File: src/rtl/use_stream_pkg.sv
// Shared definitions for the USE record stream elements (transmit packer and receive side).
package use_stream_pkg;

   typedef logic [7:0] byte_t;

   localparam byte_t VARIABLEFIELD_DELIMITER = 8'h2c;

   typedef enum logic [1:0] {
      ACCUM = 2'd0,
      FLUSH = 2'd1,
      DONE  = 2'd2
   } packer_state_t;

   // Largest record: variable field, one delimiter byte, fixed field.
   function automatic int use_max_bytes(input int var_len, input int fixed_len);
      return var_len + fixed_len + 1;
   endfunction

endpackage

File: src/rtl/use_byte_aligner.sv
// Places the first rec_len bytes of a record at byte offset 'offset' of a DEPTH-byte vector.
module use_byte_aligner #(
   parameter int REC_BYTES = 34,
   parameter int DEPTH     = 42,
   parameter int LEN_W     = 6,
   parameter int OFF_W     = 6
)(
   input  logic [REC_BYTES*8-1:0] rec_data,
   input  logic [LEN_W-1:0]       rec_len,
   input  logic [OFF_W-1:0]       offset,
   output logic [DEPTH*8-1:0]     ins_data,
   output logic [DEPTH-1:0]       ins_mask
);

   logic [DEPTH*8-1:0] ext_s;
   logic [DEPTH-1:0]   keep_s;

   // Keep only the valid record bytes, then shift them up to the insert offset.
   always_comb begin
      ext_s  = '0;
      keep_s = '0;
      for (int k = 0; k < REC_BYTES; k++) begin
         if (LEN_W'(k) < rec_len) begin
            ext_s[k*8 +: 8] = rec_data[k*8 +: 8];
            keep_s[k]       = 1'b1;
         end else begin
            ext_s[k*8 +: 8] = 8'h00;
            keep_s[k]       = 1'b0;
         end
      end
      ins_data = ext_s << {offset, 3'b000};
      ins_mask = keep_s << offset;
   end

endmodule

File: src/rtl/use_stream_packer.sv
// Packs variable-length USE records gap-free into an AXI-Stream master; flush emits the tail with TLAST.
// Optional macro USE_PACKER_STATS_EN enables the stat_records / stat_bytes counters (tied to 0 otherwise).
module use_stream_packer
   import use_stream_pkg::*;
#(
   parameter int DATA_BUS_WIDTH_BYTES     = 8,
   parameter int MAX_VARIABLEFIELD_LENGTH = 16,
   parameter int FIXEDFIELD_LENGTH_BYTES  = 32'h11,
   localparam int MAX_USE_BYTES = use_max_bytes(MAX_VARIABLEFIELD_LENGTH, FIXEDFIELD_LENGTH_BYTES),
   localparam int BUF_DEPTH     = MAX_USE_BYTES + DATA_BUS_WIDTH_BYTES,
   localparam int LEN_W         = $clog2(MAX_USE_BYTES + 1)
)(
   input  logic                              clk,
   input  logic                              reset,
   input  logic [MAX_USE_BYTES*8-1:0]        use_data,
   input  logic [LEN_W-1:0]                  use_len,
   input  logic                              use_valid,
   output logic                              use_ready,
   input  logic                              flush_req,
   output logic                              flush_done,
   output logic [DATA_BUS_WIDTH_BYTES*8-1:0] m_tdata,
   output logic [DATA_BUS_WIDTH_BYTES-1:0]   m_tkeep,
   output logic                              m_tlast,
   output logic                              m_tvalid,
   input  logic                              m_tready,
   output logic                              len_err,
   output logic [31:0]                       stat_records,
   output logic [31:0]                       stat_bytes
);

   localparam int                W      = DATA_BUS_WIDTH_BYTES;
   localparam int                FILL_W = $clog2(BUF_DEPTH + 1);
   localparam logic [FILL_W-1:0] W_F    = FILL_W'(W);
   localparam logic [LEN_W-1:0]  MAX_L  = LEN_W'(MAX_USE_BYTES);

   byte_t [BUF_DEPTH-1:0]  acc_r;
   byte_t [BUF_DEPTH-1:0]  acc_nx;
   logic [FILL_W-1:0]      fill_r;
   logic [FILL_W-1:0]      fill_nx;
   packer_state_t          state_r;
   packer_state_t          state_nx;
   logic                   in_reset_r;
   logic                   len_err_r;
   logic [LEN_W-1:0]       len_c_s;
   logic                   accept_s;
   logic                   emit_s;
   logic                   flush_pending_s;
   logic                   m_tvalid_s;
   logic                   m_tlast_s;
   logic [BUF_DEPTH*8-1:0] ins_data_s;
   logic [BUF_DEPTH-1:0]   ins_mask_s;

   assign flush_pending_s = (state_r != ACCUM);
   assign use_ready  = !in_reset_r && (fill_r < W_F) && !flush_pending_s;
   assign len_c_s    = (use_len > MAX_L) ? MAX_L : use_len;
   assign accept_s   = use_valid && use_ready;
   assign m_tvalid_s = (fill_r >= W_F) || (flush_pending_s && (fill_r != '0));
   assign m_tlast_s  = (state_r == FLUSH) && (fill_r != '0) && (fill_r <= W_F);
   assign emit_s     = m_tvalid_s && m_tready;

   assign m_tvalid   = m_tvalid_s;
   assign m_tlast    = m_tlast_s;
   assign flush_done = (state_r == DONE);
   assign len_err    = len_err_r;

   use_byte_aligner #(
      .REC_BYTES (MAX_USE_BYTES),
      .DEPTH     (BUF_DEPTH),
      .LEN_W     (LEN_W),
      .OFF_W     (FILL_W)
   ) u_aligner (
      .rec_data (use_data),
      .rec_len  (len_c_s),
      .offset   (fill_r),
      .ins_data (ins_data_s),
      .ins_mask (ins_mask_s)
   );

   // Accumulator update: merge an accepted record above fill, or drop one beat off the bottom.
   always_comb begin
      acc_nx  = acc_r;
      fill_nx = fill_r;
      if (accept_s) begin
         for (int i = 0; i < BUF_DEPTH; i++) begin
            if (ins_mask_s[i]) begin
               acc_nx[i] = ins_data_s[i*8 +: 8];
            end else begin
               acc_nx[i] = acc_r[i];
            end
         end
         fill_nx = fill_r + FILL_W'(len_c_s);
      end else if (emit_s) begin
         acc_nx  = acc_r >> (W * 8);
         fill_nx = (fill_r >= W_F) ? (fill_r - W_F) : '0;
      end else begin
         acc_nx  = acc_r;
         fill_nx = fill_r;
      end
   end

   // Flush sequencing; an empty buffer on entry skips straight to DONE.
   always_comb begin
      state_nx = state_r;
      case (state_r)
         ACCUM: begin
            if (flush_req) begin
               state_nx = FLUSH;
            end else begin
               state_nx = ACCUM;
            end
         end
         FLUSH: begin
            if (fill_r == '0) begin
               state_nx = DONE;
            end else if (emit_s && m_tlast_s) begin
               state_nx = DONE;
            end else begin
               state_nx = FLUSH;
            end
         end
         DONE:    state_nx = ACCUM;
         default: state_nx = ACCUM;
      endcase
   end

   // Output beat: bytes at or above fill are masked so stale contents never leak.
   always_comb begin
      m_tdata = '0;
      m_tkeep = '0;
      for (int i = 0; i < W; i++) begin
         if (FILL_W'(i) < fill_r) begin
            m_tdata[i*8 +: 8] = acc_r[i];
            m_tkeep[i]        = 1'b1;
         end else begin
            m_tdata[i*8 +: 8] = 8'h00;
            m_tkeep[i]        = 1'b0;
         end
      end
   end

   // Control registers.
   always_ff @(posedge clk) begin
      if (reset) begin
         fill_r     <= '0;
         state_r    <= ACCUM;
         in_reset_r <= 1'b1;
         len_err_r  <= 1'b0;
      end else begin
         fill_r     <= fill_nx;
         state_r    <= state_nx;
         in_reset_r <= 1'b0;
         len_err_r  <= accept_s && (use_len > MAX_L);
      end
   end

   // Byte storage; contents above fill are don't-care, so no reset.
   always_ff @(posedge clk) begin
      acc_r <= acc_nx;
   end

`ifdef USE_PACKER_STATS_EN
   logic [31:0] stat_records_r;
   logic [31:0] stat_bytes_r;

   // Record and post-clamp byte counters, wrapping modulo 2**32.
   always_ff @(posedge clk) begin
      if (reset) begin
         stat_records_r <= 32'h0;
         stat_bytes_r   <= 32'h0;
      end else if (accept_s) begin
         stat_records_r <= stat_records_r + 32'h1;
         stat_bytes_r   <= stat_bytes_r + 32'(len_c_s);
      end else begin
         stat_records_r <= stat_records_r;
         stat_bytes_r   <= stat_bytes_r;
      end
   end

   assign stat_records = stat_records_r;
   assign stat_bytes   = stat_bytes_r;
`else
   assign stat_records = 32'h0;
   assign stat_bytes   = 32'h0;
`endif

endmodule
File: config.mk
export PLATFORM = sky130hd
export DESIGN_NAME = use_stream_packer
export DESIGN_NICKNAME = d
export VERILOG_FILES = /design/src/rtl/use_stream_pkg.sv /design/src/rtl/use_byte_aligner.sv /design/src/rtl/use_stream_packer.sv
export SDC_FILE = /design/constraint.sdc
export NUM_CORES = 2
export LEC_CHECK = 0
export ABC_AREA = 1
export CAP_MARGIN = 20
export CORE_ASPECT_RATIO = 0.7
export CORE_MARGIN = 2
export CORE_UTILIZATION = 45
export DETAILED_ROUTE_END_ITERATION = 10
export PLACE_DENSITY_LB_ADDON = 0.2
export SYNTH_ARGS = -nofsm -noshare
export SYNTH_HDL_FRONTEND = slang
export SYNTH_SLANG_ARGS = --single-unit
File: constraint.sdc
create_clock -name clk -period 8.21 [get_ports clk]
set_input_delay 2.463 -clock clk [delete_from_list [all_inputs] [get_ports clk]]
set_output_delay 2.463 -clock clk [all_outputs]
set_load 0.03 [all_outputs]
==> results.md <==
* Die Y-Extent at 223 µm
* Core area at 68100 µm²
* Share of flip-flops with an asynchronous set or reset at 0%
* Max Fclk at 0.125 GHz
* CTS tree: built
* Syn_area_per_cell at 6.44 µm²
* Post-synthesis cell count at 4801
* Layout Nets at 5176
* CP max stage delay at 940 ps
* TritonCTS Buffers at 37
* Slew headroom at 23.0%
* Final worst slack at 220 ps
* Type of the worst setup path: flop to output port
* Met3 wire len at 26800 µm
* Total Wirelength at 184000 µm
* Status: completed
* # fillers at 7125
* Crit-path max FO at 44
* Initial Util at 45.4%
* Die width at 317 µm
* # hold bufs at CTS at 0
* DR pass1 iterations at 8
* Max Cap Viol at 0
* Via/cell ratio at 6.55
* Synth Warn # at 0
* IO buf count at 359
* Worst min-delay path class: flop to flop
* Clock Latency Late Sink at 590 ps
* Met1 WL at 66400 µm
* GRT overflow at 0
* GRT Util Overall at 50.6%
* Post-cts resize count at 0
* Arr. time, crit path at 5530 ps
* Slowest-stage cell, CP: nor2_1
* Final setup vio count at 0
* Register Area at 10300 µm²
* Slew Limit Fails at 0
* Hold slack at 509 ps
* Pin count of the biggest net entering global routing at 154
* Initial antenna violation count at 8
* CTS root buf: clkbuf_16
* ANT nets after route at 0
* Yosys reg bits at 346
* Num rows at 80
* Hpwl dp at 143000 µm
* Static leakage at 15.4 nW
* Least-Margin Pin Slew at 1150 ps
* Fin. Hold Viols at 0
* DRC violations left at 0
* Max VDD drop at 0.189 mV
* Synthesis-to-finish area growth at 15.1%
* H-tree Lvls at 2
* Area taken by multi-input logic gates at 18000 µm²
* Design area at 35600 µm²
* IO Pins at 424
* RSZ-0062 raised after global routing: false
* Share of layout cells above drive strength 1 at 4.21%
* Power Dens Cells at 349 nW/µm²
* Wire per inst at 31.7 µm
* CTS Buffer Depth at 3
* Crit end category: output port
* Placement Setup Slack at 1300 ps
* Sequential share of the synthesized area at 33.3%
* CP Launch Type: flop
* Top Layer Used: met5
* Number of synthesized flops with an enable pin at 336
* Met2 WL at 73000 µm
* Critical Path RT at 5750 ps
* CP Cell Sequence: nor2_1, inv_1, nor2_1, buf_4, inv_1, nor2_1, clkinv_1, nand2_1, inv_1, clkdlybuf4s50_1
* Post-Syn Area at 30900 µm²
* Clock Pin Slew Worst Setup and Hold Paths at 70 ps
* Via Count at 38100
* Final Cycle Share at 97.3%
* Die ar. at 70900 µm²
* CTS sink cnt at 346
* GP Congestion at 1.10
* Placed cell area at 34400 µm²
* Post-synthesis cell type count at 48
* WP buf/inv at 6
* Clock skew at 23.9 ps
* Initial drt markers at 7714
* First-pass GRT wire length at 253000 µm
* Min cycle time layout at 7990 ps
* Synth Flop Type: edfxtp_1
* Post-CTS Setup Inserts at 0
* Total power at 12.4 mW
* Top delay family on crit path: buffers and inverters
* Final setup TNS at 0 ps
* Vias in the first global route at 33700
power by group:
part           total (mW)  switching [mW]  internal, mW  leakage (nW)
sequential           3.62           0.369          3.25          3.29
clock                1.75           0.806         0.948         0.561
combinational        7.07            5.29          1.78          11.6
final timing paths:
check	from	endpoint	slack [ps]	depth (start not counted)
setup reg to reg	fill_r[2]	acc_r[279]	2640	8
hold reg to reg	acc_r[271]	acc_r[207]	510	2
setup / recovery	fill_r[2]	m_tdata[2]	220	10
hold / removal	acc_r[271]	acc_r[207]	510	2
per-layer routing:
| metal | GRT usage, % | vias up |
|---|---|---|
| met5 | 0 | - |
| met4 | 39.7 | 10 |
| met3 | 16.3 | 649 |
| met2 | 70.1 | 3371 |
| met1 | 64.5 | 17600 |
| li1 | - | 16500 |
placed cells by master (no fill, tap or decap), types with 4 or more instances in the layout:
master	n
a22oi_1	10
buf_12	7
inv_1	207
buf_4	41
clkinv_1	11
o21ai_0	214
clkdlybuf4s50_1	358
nor3_1	14
nand2_2	7
dfxtp_4	4
a31oi_1	15
ha_1	5
nor2_1	281
edfxtp_1	336
mux2i_1	4
nand4_1	76
inv_2	20
diode_2	4
or2_2	18
o21ai_1	117
nand3_2	6
conb_1	72
o21a_1	14
buf_2	4
clkbuf_1	8
o211ai_1	133
dfxtp_1	6
o31ai_1	33
nor2_2	17
nor2_4	7
a21oi_1	169
nand2_1	1484
nand3_1	1109
clkbuf_16	38
or2_1	19
final cells by class:
cell class              count  share of cell area [%]
flip-flops and latches    346                    28.9
repair buffers            411                    11.4
multi-input cells        3854                    50.6
diodes                      4                  0.0281
inverters                 237                    2.59
well taps                 902                    3.17
clock buffers              46                    2.76
clock inverters            18                   0.520
logic make-up after synthesis:
family	after synthesis	synth area share (%)
buffers and inverters	672	9.45
AO/OA/AOI/OAI	719	13.5
other	1	0.0121
AND/OR/NAND/NOR	3050	43.3
XOR/XNOR	3	0.0850
multiplexers	4	0.129
adder cells (fa/ha/maj)	6	0.267
flip-flops	346	33.3
Yosys cell counts, types with 3 or more instances:
cell,n,area [µm²]
nand2_1,1484,5570
nand4_4,3,63.8
nor2_1,284,1070
mux2i_1,4,40.0
a22oi_1,10,75.1
a31oi_1,15,93.8
nor2_4,6,67.6
nor2_2,15,93.8
buf_2,85,425
or2_2,18,113
nand2_4,3,33.8
o21ai_1,117,586
or2_1,19,119
buf_1,116,435
nand2_2,8,50.1
nand4_1,76,475
nor3_1,14,70.1
o211ai_1,133,998
o21ai_0,214,1070
clkinv_1,4,15.0
clkbuf_1,158,593
inv_2,24,90.1
dfxtp_1,10,200
buf_4,74,556
inv_1,209,785
edfxtp_1,336,10100
a21oi_1,169,846
o21ai_2,3,26.3
ha_1,5,62.6
nand3_2,6,60.1
o21a_1,14,105
o31ai_1,34,255
nand3_1,1109,5550
o21ai_4,3,48.8
stage by stage:
stage | instances | utilization (%)
final | 5818 | 52.3
after global routing | 5814 | 52.3
after CTS | 5811 | 52.3
after detailed placement | 5747 | 50.5
after global placement | 5743 | 50.5
after floorplan | 4872 | -
worst register-to-register path, stage by stage, from the launching register on:
cell	delay, ps
dfxtp_4	740
buf_4	800
nor2_1	410
o211ai_1	390
nand2_1	230
nor2_1	700
clkinv_1	950
buf_4	510
o21ai_1	460
sequential cells by signal (all words and copies together) (netlist names):
| name | count |
|---|---|
| fill_r | 6 |
| acc_r | 336 |
| in_reset_r | 1 |
| len_err | 1 |
| state_r | 2 |
Power figures use the tool's default switching activity.
